File: config.mk
export PLATFORM = sky130hd
export DESIGN_NAME = fft_cfg_seq_flat
export DESIGN_NICKNAME = d
export VERILOG_FILES = /design/src/rtl/fft_cfg_pkg.sv /design/src/rtl/fft_cfg_if.sv /design/src/rtl/fft_cfg_decode.sv /design/src/rtl/fft_cfg_seq.sv /design/src/flat_wrapper.sv
export SDC_FILE = /design/constraint.sdc
export NUM_CORES = 1
export LEC_CHECK = 0
export CORE_ASPECT_RATIO = 0.75
export CORE_MARGIN = 2
export CORE_UTILIZATION = 55
export DETAILED_ROUTE_END_ITERATION = 7
export GPL_ROUTABILITY_DRIVEN = 0
export PLACE_DENSITY_LB_ADDON = 0.1
export SLEW_MARGIN = 10
export SYNTH_ARGS = -nofsm -noshare
export SYNTH_HDL_FRONTEND = slang
export SYNTH_SLANG_ARGS = --single-unit
File: constraint.sdc
create_clock -name clk -period 4.1 [get_ports clk]
set_input_delay 1.23 -clock clk [delete_from_list [all_inputs] [get_ports clk]]
set_output_delay 1.23 -clock clk [all_outputs]
set_load 0.02 [all_outputs]
File: src/rtl/fft_cfg_pkg.sv
`default_nettype none
// ============================================================================
// Package : fft_cfg_pkg
// Brief   : Shared constants and enums for the FFT configuration sequencer.
// Rev     : 1.0
// ============================================================================
package fft_cfg_pkg;

    localparam int MAX_LOG2 = 13;

    typedef enum logic [1:0] {
        SC_NONE    = 2'd0,
        SC_UNIFORM = 2'd1,
        SC_ALT     = 2'd2,
        SC_RSVD    = 2'd3
    } scale_mode_e;

    typedef enum logic [1:0] {
        IDLE  = 2'd0,
        DRAIN = 2'd1,
        APPLY = 2'd2
    } state_e;

endpackage : fft_cfg_pkg
`default_nettype wire

File: src/rtl/fft_cfg_if.sv
`default_nettype none
// ============================================================================
// Interface : fft_cfg_if
// Brief     : Transform-request valid/ready channel into the config sequencer.
// Rev       : 1.0
// ============================================================================
interface fft_cfg_if;

    logic       cfg_valid;
    logic       cfg_ready;
    logic [3:0] cfg_log2n;
    logic [1:0] cfg_scale_mode;
    logic [1:0] cfg_scale_val;

    modport master (
        output cfg_valid,
        output cfg_log2n,
        output cfg_scale_mode,
        output cfg_scale_val,
        input  cfg_ready
    );

    modport slave (
        input  cfg_valid,
        input  cfg_log2n,
        input  cfg_scale_mode,
        input  cfg_scale_val,
        output cfg_ready
    );

endinterface : fft_cfg_if
`default_nettype wire

File: src/rtl/fft_cfg_decode.sv
`default_nettype none
// ============================================================================
// Module : fft_cfg_decode
// Brief  : Combinational decode of a transform request into stage vectors.
// Rev    : 1.0
// ============================================================================
module fft_cfg_decode #(
    parameter int MAX_LOG2 = fft_cfg_pkg::MAX_LOG2
) (
    input  wire logic [3:0]            log2n,
    input  wire logic [1:0]            mode,
    input  wire logic [1:0]            val,
    output logic      [MAX_LOG2-1:0]   select,
    output logic      [2*MAX_LOG2-1:0] scaling,
    output logic                       legal
);
    import fft_cfg_pkg::*;

    scale_mode_e w_mode;

    assign w_mode = scale_mode_e'(mode);

    assign legal = (log2n != 4'd0) && (int'(log2n) <= MAX_LOG2) && (w_mode != SC_RSVD);

    for (genvar k = 0; k < MAX_LOG2; k++) begin : g_stage
        localparam bit c_even = ((k % 2) == 0);

        assign select[k] = (int'(log2n) > k);

        // Disabled stages are forced to zero shift regardless of mode.
        assign scaling[2*k+1:2*k] = !select[k]                     ? 2'b00 :
                                    (w_mode == SC_UNIFORM)          ? val   :
                                    ((w_mode == SC_ALT) && c_even)  ? 2'b01 :
                                                                      2'b00;
    end : g_stage

endmodule : fft_cfg_decode
`default_nettype wire

File: src/rtl/fft_cfg_seq.sv
`default_nettype none
// ============================================================================
// Module : fft_cfg_seq
// Brief  : Accepts FFT config requests, drains the datapath, applies atomically.
// Rev    : 1.0
// ============================================================================
module fft_cfg_seq #(
    parameter int MAX_LOG2  = fft_cfg_pkg::MAX_LOG2,
    parameter int DRAIN_CYC = 16
) (
    input  wire logic                       clk,
    input  wire logic                       rst,
    fft_cfg_if.slave                        cfg,
    input  wire logic                       in_valid,
    input  wire logic                       in_flight,
    output logic                            hold_in,
    output logic      [MAX_LOG2-1:0]        select,
    output logic      [2*MAX_LOG2-1:0]      scaling,
    output logic                            cfg_update,
    output logic                            cfg_err,
    output logic                            proto_err
);
    import fft_cfg_pkg::*;

    localparam int                 c_cnt_w      = $clog2(DRAIN_CYC + 1);
    localparam logic [c_cnt_w-1:0] c_cnt_reload = c_cnt_w'(DRAIN_CYC - 1);

    state_e                  r_state;
    state_e                  w_state_next;
    logic [c_cnt_w-1:0]      r_cnt;
    logic [c_cnt_w-1:0]      w_cnt_next;
    logic [MAX_LOG2-1:0]     r_shadow_sel;
    logic [2*MAX_LOG2-1:0]   r_shadow_scl;
    logic [MAX_LOG2-1:0]     r_select;
    logic [2*MAX_LOG2-1:0]   r_scaling;
    logic                    r_cfg_update;
    logic                    r_cfg_err;
    logic                    r_proto_err;

    logic                    w_ready;
    logic                    w_hs;
    logic                    w_load;
    logic                    w_apply;
    logic                    w_err_next;
    logic                    w_proto_next;
    logic [MAX_LOG2-1:0]     w_dec_sel;
    logic [2*MAX_LOG2-1:0]   w_dec_scl;
    logic                    w_dec_legal;

    fft_cfg_decode #(
        .MAX_LOG2 (MAX_LOG2)
    ) u_decode (
        .log2n   (cfg.cfg_log2n),
        .mode    (cfg.cfg_scale_mode),
        .val     (cfg.cfg_scale_val),
        .select  (w_dec_sel),
        .scaling (w_dec_scl),
        .legal   (w_dec_legal)
    );

    // Ready is masked by reset so no request can be accepted while held.
    assign w_ready       = (r_state == IDLE) && !rst;
    assign w_hs          = cfg.cfg_valid && w_ready;
    assign cfg.cfg_ready = w_ready;
    assign hold_in       = (r_state != IDLE);
    assign select        = r_select;
    assign scaling       = r_scaling;
    assign cfg_update    = r_cfg_update;
    assign cfg_err       = r_cfg_err;
    assign proto_err     = r_proto_err;

    always_comb begin
        w_state_next = r_state;
        w_cnt_next   = r_cnt;
        w_load       = 1'b0;
        w_apply      = 1'b0;
        w_err_next   = 1'b0;
        w_proto_next = 1'b0;
        case (r_state)
            IDLE: begin
                if (w_hs) begin
                    if (w_dec_legal) begin
                        w_load       = 1'b1;
                        w_cnt_next   = c_cnt_reload;
                        w_state_next = DRAIN;
                    end else begin
                        w_err_next = 1'b1;
                    end
                end
            end
            DRAIN: begin
                // A beat arriving mid-drain restarts the full drain window.
                if (in_valid) begin
                    w_cnt_next   = c_cnt_reload;
                    w_proto_next = 1'b1;
                end else if (r_cnt != '0) begin
                    w_cnt_next = r_cnt - 1'b1;
                end else if (!in_flight) begin
                    w_state_next = APPLY;
                end
            end
            APPLY: begin
                w_apply      = 1'b1;
                w_state_next = IDLE;
            end
            default: begin
                w_state_next = IDLE;
            end
        endcase
    end

    always_ff @(posedge clk) begin
        if (rst) begin
            r_state      <= IDLE;
            r_cnt        <= '0;
            r_shadow_sel <= '0;
            r_shadow_scl <= '0;
            r_select     <= '0;
            r_scaling    <= '0;
            r_cfg_update <= 1'b0;
            r_cfg_err    <= 1'b0;
            r_proto_err  <= 1'b0;
        end else begin
            r_state      <= w_state_next;
            r_cnt        <= w_cnt_next;
            r_cfg_update <= w_apply;
            r_cfg_err    <= w_err_next;
            r_proto_err  <= w_proto_next;
            if (w_load) begin
                r_shadow_sel <= w_dec_sel;
                r_shadow_scl <= w_dec_scl;
            end
            if (w_apply) begin
                r_select  <= r_shadow_sel;
                r_scaling <= r_shadow_scl;
            end
        end
    end

endmodule : fft_cfg_seq
`default_nettype wire
File: src/flat_wrapper.sv
// flat-port wrapper written by rule: the top's interface ports become plain ports
module fft_cfg_seq_flat import fft_cfg_pkg::*;
#(
    parameter int MAX_LOG2  = fft_cfg_pkg::MAX_LOG2,
    parameter int DRAIN_CYC = 16
)
  (clk, rst, in_valid, in_flight, hold_in, select, scaling, cfg_update, cfg_err, proto_err, cfg_cfg_valid, cfg_cfg_log2n, cfg_cfg_scale_mode, cfg_cfg_scale_val, cfg_cfg_ready);
  fft_cfg_if cfg_i ();
  input  wire logic clk;
  input  wire logic rst;
  input  wire logic in_valid;
  input  wire logic in_flight;
  output logic hold_in;
  output logic      [MAX_LOG2-1:0] select;
  output logic      [2*MAX_LOG2-1:0] scaling;
  output logic cfg_update;
  output logic cfg_err;
  output logic proto_err;
  input wire logic [$bits(cfg_i.cfg_valid)-1:0] cfg_cfg_valid;
  input wire logic [$bits(cfg_i.cfg_log2n)-1:0] cfg_cfg_log2n;
  input wire logic [$bits(cfg_i.cfg_scale_mode)-1:0] cfg_cfg_scale_mode;
  input wire logic [$bits(cfg_i.cfg_scale_val)-1:0] cfg_cfg_scale_val;
  output wire logic [$bits(cfg_i.cfg_ready)-1:0] cfg_cfg_ready;
  assign cfg_i.cfg_valid = cfg_cfg_valid;
  assign cfg_i.cfg_log2n = cfg_cfg_log2n;
  assign cfg_i.cfg_scale_mode = cfg_cfg_scale_mode;
  assign cfg_i.cfg_scale_val = cfg_cfg_scale_val;
  assign cfg_cfg_ready = cfg_i.cfg_ready;
  fft_cfg_seq #(.MAX_LOG2(MAX_LOG2), .DRAIN_CYC(DRAIN_CYC)) u_core (.clk(clk), .rst(rst), .cfg(cfg_i), .in_valid(in_valid), .in_flight(in_flight), .hold_in(hold_in), .select(select), .scaling(scaling), .cfg_update(cfg_update), .cfg_err(cfg_err), .proto_err(proto_err));
endmodule
# ---- Word level (Yosys, flattened, before mapping)
# Cells that the tools add are included.
dict set report totals {
  reg_bits 88
  in_bits 13
  output_inout_bits 44
}
dict set report op_classes {
  n_addsub 1
  n_lt_le_gt_ge 14
  n_eq_ne 11
  n_mux 33
  bitwise 3
  n_reduce_logical 14
}
# operator count
set ops {}
lappend ops {{$mux W2} 20}
lappend ops {{$gt A4 B4 Y1 const B} 5}
lappend ops {{$mux W5} 4}
lappend ops {{$gt A4 B3 Y1 const B} 4}
lappend ops {{$ne A2 B2 Y1 const B} 5}
lappend ops {{$pmux W5 S2} 1}
lappend ops {{$gt A4 B1 Y1 const B} 2}
lappend ops {{$gt A4 B2 Y1 const B} 2}
lappend ops {{$mux W1} 7}
lappend ops {{$reduce_and A5 Y1} 1}
lappend ops {{$reduce_bool A5 Y1} 1}
lappend ops {{$sub A5 B1 Y5 const B} 1}
lappend ops {{$eq A2 B1 Y1 const B} 2}
lappend ops {{$eq A2 B2 Y1 const B} 2}
lappend ops {{$le A4 B4 Y1 const B} 1}
lappend ops {{$logic_and A1 B1 Y1} 4}
lappend ops {{$pmux W2 S2} 1}
lappend ops {{$reduce_and A4 Y1} 1}
lappend ops {{$reduce_bool A2 Y1} 2}
lappend ops {{$reduce_bool A4 Y1} 1}
lappend ops {{$ne A3 B2 Y1 const B} 1}
lappend ops {{$not A1 Y1} 3}
lappend ops {{$reduce_or A3 Y1} 1}
lappend ops {{$logic_not A2 Y1} 1}
lappend ops {{other kinds (3)} 3}

# ---- Logic depth before layout (Yosys ltp)
# Gate-level depths: netlist of run 1.
dict set report depth {
  ltp_word 6
  ltp_mapped 7
}

# ---- Modules after synthesis
# Synthesis of run 1 repeated with hierarchy kept, for this count alone.
dict set report hier_totals {
  cells_unflattened 450
  hier_area_um2 3407.0
}
# module instances cells_each area_each_um2
set modules_own_cells {}
lappend modules_own_cells {fft_cfg_seq 1 389 3109.2}
lappend modules_own_cells {fft_cfg_decode 1 61 297.8}

# ---- Worst setup path before layout of run 1
# OpenSTA, ideal clock, no wires.
dict set report synth_path {
  path_kind {input to output}
  start {input rst}
  end {output cfg_cfg_ready}
  arrival_ns 1.752
  path_slack_ns 1.118
  cell_stages 2
  n_path_buf 1
  path_cell_list {buf_2 -> nor3_2}
}
dict set report synth_between {
  elab_chain_len 2
}
# element line_no
set synth_lines {}
lappend synth_lines {{from (decl)} flat_wrapper.sv:10} ;# input wire logic rst;
lappend synth_lines {{$logic_not A1 Y1} fft_cfg_seq.sv:62} ;# assign w_ready = (r_state == IDLE) && !rst;
lappend synth_lines {{$logic_and A1 B1 Y1} fft_cfg_seq.sv:62}
lappend synth_lines {{to (decl)} flat_wrapper.sv:23} ;# output wire logic [$bits(cfg_i.cfg_ready)-1:0] cfg_cfg_ready;
# No other way between the ends.

# ---- Worst setup path in the final report of run 1
# Same ends and word-level chain as after synthesis.

==> results.md, run 1 <==
- Die outline width: 94.0 µm
- I/O pins: 57
- Main area contributors after synthesis: dfxtp_1 (53%), nand2_1 (13%), a21oi_1 (11%)
- Leading area contributor after synthesis: dfxtp_1
- CTS Buf Count: 9
- # DRC: 0
- Critical path, cell by cell: buf_2 -> nor3_2 -> clkdlybuf4s50_1
- Arrival time worst endpoint: 2.28 ns
- Placed wire-length estimate: 4680 µm
- Endpoint class of the critical path: primary output
- Share of post-route cells with drive strength above 1: 7.61%
- Initial core utilization: 57.1%
- Fin. max-slew vios: 0
- Final min period: 3.51 ns
- Cell count after synthesis: 411
- Startpoint types: input port
- Post-DR wirelength/cell: 13.4 µm
- CTS tree: yes
- Max VDD drop: 0.251 mV
- Die Area: 6720 µm²
- Worst-path fanout max: 4
- Worst Hold Class: reg -> reg
- Post-Layout Inst Area: 4080 µm²
- Post-DRT Antenna Nets: 0
- Number of diodes: 0
- Input/output buffers: 56
- Post-synthesis compound-gate area fraction: 15.4%
- Clock Sinks: 88
- Total congestion overflow: 0
- Most instantiated library cell after synthesis: nand2_1
- Mux cell area share after synthesis: 0.300%
- Critical path type: in -> out
- Root buffer cell: clkbuf_8
- Vias/cell: 5.31
- Yosys warnings: 0
- Layout Cells excl Fill: 538
- Xor/xnor share of the synthesized area: 0%
- Drt first-iter violations: 163
- Top cells by count, synth: nand2_1 (120), dfxtp_1 (88), a21oi_1 (74)
- CP max stage cell: clkdlybuf4s50_1
- Post-Synth Simple-Gate Area: 25.8%
- Syn Nets: 425
- Synth Register Bits: 88
- Critical path's largest stage delay: 0.67 ns
- Pleak: 1.34 nW
- Pin count of the biggest net entering global routing: 88
- Setup TNS: 0 ns
- Ys async rst share: 0%
- PD cells: 395 nW/µm²
- Nets: 469
- Clock skew: 0.00854 ns
- Area of the core: 5860 µm²
- Area of placed instances: 3890 µm²
- Clk Latency, worst-skew pair: 0.36 ns
- Status: finished clean
- Cts repair resizes: 0
- Synth Cell Area: 3340 µm²
- RSZ-0062 raised after global routing: no
- CP required: 2.87 ns
- Die Ht: 71.5 µm
- Vias: 2855
- Synth cell types: 36
- Largest family of logic cells by synthesized area: simple AND/OR/NAND/NOR gates
- Final hold viol count: 0
- First-pass detailed-route iteration total: 4
- Clock-pin slew on the worst setup and hold paths: 0.08 ns
- Share of the synthesized area in the top cell type: 52.7%
- Rel. slew slack: 42.5%
- Post-synthesis adder-cell area fraction: 0.374%
- First-pass GRT wire length: 12500 µm
- Prevailing post-synth register cell: dfxtp_1
- Sequential area share after synthesis: 52.7%
- Total GRT Usage: 23.6%
- Overall power: 0.00161 W
- Std cell rows: 24
- Post-CTS setup repair buffer count: 0
- Placed insts: 522
- Worst Tran Pin Value: 0.862 ns
- Hold-fix buffer count after cts: 0
- Initial antenna violation count: 0
- Fmax achieved: 0.285 GHz
- Clk buf depth: 2
- Total wire length: 7240 µm
- Max Cap Viol: 0
- Tcrit/Tclk final: 85.7%
- Vias in the first global route: 2724
- Syn-to-layout area delta: 22.0%
- # H-tree levels: 3
- Final setup viols: 0
- Number of synthesized flops with an enable pin: 0
- Fillers: 508
- Average cell area after synthesis: 8.13 µm²
[cells by family after synthesis]
logic type / count (synthesis)
simple gates: 195
compound gates: 91
flops: 88
buf+inv: 35
mux: 1
fa+ha+maj: 1
[report_power, final]
part           switching [W]  internal (W)  leakage, nW  total [W]
combinational      0.0000889     0.0000535        0.532   0.000142
sequential         0.0000139      0.000873        0.712   0.000887
clock               0.000299      0.000282       0.0937   0.000581
[through the flow]
stage / util [%] / setup WS (ns) / hold WS [ns]
3_3_place_gp: 66.4 / 0.574 / 0.440
3_5_place_dp: 66.4 / 0.513 / 0.445
6_report: 69.6 / 0.586 / 0.455
2_1_floorplan: - / 1.12 / 0.431
4_1_cts: 69.6 / 0.569 / 0.453
5_1_grt: 69.6 / 0.549 / 0.478
[cells in the final DEF, fill, tap and decap left out, drive strengths merged, types with 2 or more instances in the layout]
master / instances
nand2: 120
dfxtp: 88
a21oi: 74
clkdlybuf4s50: 55
nor2: 21
nand3: 13
nor3: 13
clkbuf: 11
or3: 10
buf: 8
a211oi: 7
inv: 6
o21ai: 5
or2: 3
nand2b: 3
nand3b: 3
clkinv: 2
nor2b: 2
[final timing paths]
| check | end | start | cells past startpoint | slack [ns] |
|---|---|---|---|---|
| worst max-delay path | cfg_cfg_ready | rst | 3 | 0.59 |
| worst min register to register | u_core.r_shadow_scl[23] | u_core.r_shadow_scl[23] | 2 | 0.45 |
| worst min-delay path | u_core.r_shadow_scl[23] | u_core.r_shadow_scl[23] | 2 | 0.45 |
| worst max register to register | u_core.r_shadow_scl[6] | u_core.r_state[0] | 4 | 2.00 |
[flip-flops by register name, summed over array words and instances (netlist names)]
register             flops
u_core.r_shadow_sel     13
u_core.r_state           2
u_core.scaling          26
u_core.r_shadow_scl     26
u_core.r_cnt             5
u_core.cfg_update        1
u_core.cfg_err           1
u_core.select           13
u_core.proto_err         1
[metal layers]
layer	share of wire, %	GRT usage [%]	routed length [µm]
met2	47	38.7	3440
met1	47	30.3	3370
met3	4.4	6.20	322
met5	0	0	0
met4	1.5	8.70	110
[worst max-delay path, delay by kind of cell]
family	cells	cell delay [ns]
buffers and inverters	2	0.78
and+or+nand+nor	1	0.27
[area by class of cell]
cell class | instances | area (µm²) | area share (%)
timing repair buffer | 63 | 608 | 14.9
sequential | 88 | 1760 | 43.2
multi-input combinational | 288 | 1400 | 34.4
inverter | 5 | 18.8 | 0.460
tap | 78 | 97.6 | 2.39
clock inverter | 5 | 56.3 | 1.38
clock buffer | 11 | 131 | 3.22
Power figures use the tool's default switching activity.
==> run 2: changes to the inputs <==
--- a/config.mk
+++ b/config.mk
@@ -7,9 +7,9 @@
 export LEC_CHECK = 0
 export CORE_ASPECT_RATIO = 0.75
 export CORE_MARGIN = 2
-export CORE_UTILIZATION = 55
+export CORE_UTILIZATION = 47
+export CTS_CLUSTER_SIZE = 12
 export DETAILED_ROUTE_END_ITERATION = 7
-export GPL_ROUTABILITY_DRIVEN = 0
 export PLACE_DENSITY_LB_ADDON = 0.1
 export SLEW_MARGIN = 10
 export SYNTH_ARGS = -nofsm -noshare
==> constraint.sdc (replaced) <==
create_clock -name clk -period 3.16 [get_ports clk]
set_input_delay 0.948 -clock clk [delete_from_list [all_inputs] [get_ports clk]]
set_output_delay 0.948 -clock clk [all_outputs]
set_load 0.02 [all_outputs]
==> results.md, run 2 (synthesis gave the netlist of run 1 again) <==
- Commonest non-fill, non-tap cell in the layout: nand2_1
- Reg-to-reg endpoint: u_core.r_shadow_scl[18]
- Layout Cells excl Fill: 563
- Setup TNS: 0 ns
- CTS Buf Count: 9
- Hold Startpoint: u_core.r_shadow_scl[11]
- Hold-fix buffer count after cts: 0
- Initial antenna violation count: 0
- Clk Latency, worst-skew pair: 0.35 ns
- Status: finished clean
- First-pass GRT wire length: 12300 µm
- Share of post-route cells with drive strength above 1: 8.39%
- Rel. slew slack: 41.3%
- Die Ht: 77.0 µm
- Hold EP: u_core.r_shadow_scl[11]
- Max Cap Viol: 0
- Final setup viols: 0
- Endpoint class of the critical path: primary output
- Pleak: 1.37 nW
- Clock-pin slew on the worst setup and hold paths: 0.08 ns
- Switching share of power: 23.3%
- Initial core utilization: 48.7%
- Cts repair resizes: 0
- Vias/cell: 5.08
- Pin count of the biggest net entering global routing: 88
- Post-CTS setup repair buffer count: 0
- Post-DR wirelength/cell: 12.9 µm
- Clock skew: 0.00431 ns
- Most frequent cells in the layout: nand2_1 (120), dfxtp_1 (88), a21oi_1 (74)
- Sw power: 0.000501 W
- Vias in the first global route: 2705
- Post-DRT Antenna Nets: 0
- Fmax achieved: 0.355 GHz
- Drt first-iter violations: 118
- Reg-to-reg setup timing slack: 1.15 ns
- RSZ-0062 raised after global routing: no
- Final min period: 2.82 ns
- First-pass detailed-route iteration total: 5
- Syn-to-layout area delta: 24.5%
- Worst Hold Class: reg -> reg
- Root buffer cell: clkbuf_8
- Total congestion overflow: 0
- Startpoint types: input port
- Worst-path fanout max: 2
- Internal: 0.00165 W
- Tcrit/Tclk final: 89.2%
- Total wire length: 7290 µm
- Clock power share: 37.6%
- PD cells: 517 nW/µm²
- Max VDD drop: 0.414 mV
- Nets: 475
- CTS tree: yes
- Sequential share of power: 53.5%
- Area of the core: 6860 µm²
- Fin. max-slew vios: 0
- Std cell rows: 26
- Number of diodes: 0
- I/O pins: 57
- Vias: 2859
- Overall power: 0.00215 W
- Worst R2R Path Depth: 5
- Fillers: 631
- Comb power frac: 8.9%
- # DRC: 0
- Post-Layout Inst Area: 4160 µm²
- # H-tree levels: 3
- Placed wire-length estimate: 4690 µm
- Placed insts: 548
- Worst r2r src: u_core.r_state[0]
- Input/output buffers: 56
- Hold Path Depth: 2
- Clk buf depth: 2
- GPL Wtd Cong: 0.713
- Worst Tran Pin Value: 0.880 ns
- Total GRT Usage: 19.9%
- Arrival time worst endpoint: 1.87 ns
- CP required: 2.21 ns
- Clock Sinks: 88
- Final hold viol count: 0
- Die Area: 7810 µm²
- Die outline width: 101 µm
- Area of placed instances: 3960 µm²
- Critical path type: in -> out
[run 2: cell types whose count changed in the layout (fill, tap and decap cells not counted), sizes merged]
cell / before / now
buf: 8 / 14
bufinv: 1 / 2
clkbuf: 11 / 12
clkinv: 2 / 0
inv: 6 / 5
[run 2: cell type report]
class	instances	area (µm²)	area share, %
flip-flops and latches	88	1760	42.3
multi-input cells	288	1400	33.7
repair buffers	69	653	15.7
clock buffers	12	135	3.25
well taps	98	123	2.95
clock inverters	3	67.6	1.62
inverters	5	18.8	0.451
[run 2: stage by stage]
step | hold WS, ns | setup slack [ns] | utilization, %
after floorplan | 0.431 | 0.693 | -
after global placement | 0.441 | 0.264 | 57.7
after detailed placement | 0.445 | 0.179 | 57.7
after CTS | 0.454 | 0.335 | 60.6
after global routing | 0.468 | 0.299 | 60.6
final | 0.452 | 0.342 | 60.6
[run 2: layer usage]
metal	up-vias	GRT usage (%)	wire length (µm)
met4	0	6.76	76
met1	1308	26.3	3510
met2	70	31.5	3320
li1	1473	-	-
met3	8	4.92	379
met5	-	0	0
[run 2: power by group through the flow]
stage | Combinational, W | Sequential [W] | Clock, W
6_report | 0.000192 | 0.00115 | 0.000808
5_1_grt | 0.000214 | 0.00115 | 0.000877
4_1_cts | 0.000192 | 0.00115 | 0.000824
3_5_place_dp | 0.000191 | 0.00118 | 0
3_3_place_gp | 0.000189 | 0.00118 | 0
2_1_floorplan | 0.000133 | 0.00117 | 0
[run 2: worst max-delay path by stage]
| stage | start | to | slack (ns) |
|---|---|---|---|
| after floorplan | rst | u_core.r_shadow_scl[23] | 0.69 |
| after global placement | cfg_cfg_log2n[3] | u_core.r_cnt[4] | 0.26 |
| after detailed placement | cfg_cfg_log2n[3] | u_core.r_cnt[4] | 0.18 |
| after CTS | rst | cfg_cfg_ready | 0.33 |
| after global routing | rst | cfg_cfg_ready | 0.30 |
| final | rst | cfg_cfg_ready | 0.34 |
[run 2: worst max-delay path, stage by stage]
cell	delay [ns]
buf_2	0.11
nor3_2	0.17
clkdlybuf4s50_1	0.64
==> run 3: changes to the inputs <==
--- a/config.mk
+++ b/config.mk
@@ -8,8 +8,9 @@
 export CORE_ASPECT_RATIO = 0.75
 export CORE_MARGIN = 2
 export CORE_UTILIZATION = 47
-export CTS_CLUSTER_SIZE = 12
+export CTS_CLUSTER_SIZE = 8
 export DETAILED_ROUTE_END_ITERATION = 7
+export HOLD_SLACK_MARGIN = 0.12
 export PLACE_DENSITY_LB_ADDON = 0.1
 export SLEW_MARGIN = 10
 export SYNTH_ARGS = -nofsm -noshare
==> constraint.sdc (replaced) <==
create_clock -name clk -period 3.16 [get_ports clk]
set_input_delay 0.632 -clock clk [delete_from_list [all_inputs] [get_ports clk]]
set_output_delay 0.632 -clock clk [all_outputs]
set_load 0.02 [all_outputs]
==> results.md, run 3 (synthesis gave the netlist of run 1 again) <==
- Worst-path fanout max: 29
- First-pass GRT wire length: 12200 µm
- PD cells: 502 nW/µm²
- Post-Layout Inst Area: 4100 µm²
- # DRC: 0
- Final min period: 2.42 ns
- CP required: 3.44 ns
- Tcrit/Tclk final: 76.5%
- Die outline width: 101 µm
- GPL Wtd Cong: 0.797
- Critical path type: in -> reg
- Fin. max-slew vios: 0
- Vias/cell: 5.09
- CTS tree: yes
- Final setup viols: 0
- Pin count of the biggest net entering global routing: 88
- Max Cap Viol: 0
- Area of placed instances: 3930 µm²
- CP max stage cell: nand4_2
- Worst R2R Path Depth: 4
- Endpoint class of the critical path: flop
- Vias in the first global route: 2561
- Root buffer cell: clkbuf_8
- Area of the core: 6860 µm²
- Hold Path Depth: 2
- Vias: 2840
- Startpoint types: input port
- Pleak: 1.34 nW
- Syn-to-layout area delta: 22.8%
- Overall power: 0.00206 W
- Hold-fix buffer count after cts: 0
- Post-DR wirelength/cell: 12.9 µm
- Drt first-iter violations: 155
- Clock-pin slew on the worst setup and hold paths: 0.08 ns
- Max VDD drop: 0.272 mV
- RSZ-0062 raised after global routing: no
- Final Util: 59.8%
- Clk buf depth: 2
- First-pass detailed-route iteration total: 4
- Arrival time worst endpoint: 2.70 ns
- Final hold viol count: 0
- Initial antenna violation count: 0
- Cts repair resizes: 0
- Status: finished clean
- Input/output buffers: 56
- Most frequent cells in the layout: nand2_1 (120), dfxtp_1 (88), a21oi_1 (74)
- Rel. slew slack: 40.9%
- Initial core utilization: 48.7%
- Critical path, cell by cell: clkdlybuf4s50_1 -> a32oi_2 -> nand4_2 -> or3_1 -> a21oi_1
- Setup TNS: 0 ns
- Post-DRT Antenna Nets: 0
- Placed wire-length estimate: 4740 µm
- Layout Cells excl Fill: 558
- Die Ht: 77.0 µm
- Worst Hold Class: reg -> reg
- Std cell rows: 26
- Post-CTS setup repair buffer count: 0
- Clk Latency, worst-skew pair: 0.35 ns
- Total GRT Usage: 19.6%
- Placed insts: 544
- # H-tree levels: 3
- CTS Buf Count: 9
- Total wire length: 7200 µm
- Number of diodes: 0
- Fillers: 644
- Worst Tran Pin Value: 0.887 ns
- Clock skew: 0.00476 ns
- I/O pins: 57
- Fmax achieved: 0.414 GHz
- Die Area: 7810 µm²
- Total congestion overflow: 0
- Clock Sinks: 88
- Commonest non-fill, non-tap cell in the layout: nand2_1
- Critical path's largest stage delay: 0.57 ns
- Nets: 471
- Share of post-route cells with drive strength above 1: 7.83%
-- run 3: cell types whose count changed in the layout (fill, tap and decap cells not counted) --
cell	delta
clkbuf_1	-2
clkinv_2	+2
bufinv_16	-1
buf_4	-4
-- run 3: where the power goes --
group          internal [W]  switching (W)
sequential          0.00113      0.0000173
combinational     0.0000711       0.000116
clock              0.000354       0.000369
-- run 3: final timing paths --
kind,from,end,slack [ns]
max,cfg_cfg_log2n[1],u_core.r_shadow_scl[13],0.74
min,u_core.select[12],u_core.select[12],0.45
max reg2reg,u_core.r_state[0],u_core.r_shadow_scl[13],1.04
min reg2reg,u_core.select[12],u_core.select[12],0.45
-- run 3: layout make-up --
cell class                 instances  area, µm²  share of cell area (%)
clock buffer                      10        128                    3.11
sequential                        88       1760                    42.9
inverter                           5       18.8                   0.457
multi-input combinational        288       1400                    34.2
timing repair buffer              65        623                    15.2
clock inverter                     4       47.5                    1.16
tap                               98        123                    2.99
-- run 3: per-layer routing --
layer	share of wire, %	GRT usage (%)	vias to the layer above
met3	5.2	6.11	7
met5	0	0	-
met1	49	27.4	1304
met4	0.92	4.86	0
met2	44	29.5	69
li1	-	-	1460
-- run 3: metrics by stage --
step | hold slack, ns | worst slack [ns]
after global placement | 0.441 | 0.455
after floorplan | 0.431 | 1.01
after global routing | 0.476 | 0.550
final | 0.455 | 0.743
after detailed placement | 0.446 | 0.386
after CTS | 0.457 | 0.761
-- run 3: critical path, delay by kind of cell --
family                 cells  cell delay [ns]
buffers and inverters      1             0.46
AND/OR/NAND/NOR            2             1.14
AO/OA/AOI/OAI              2             0.45
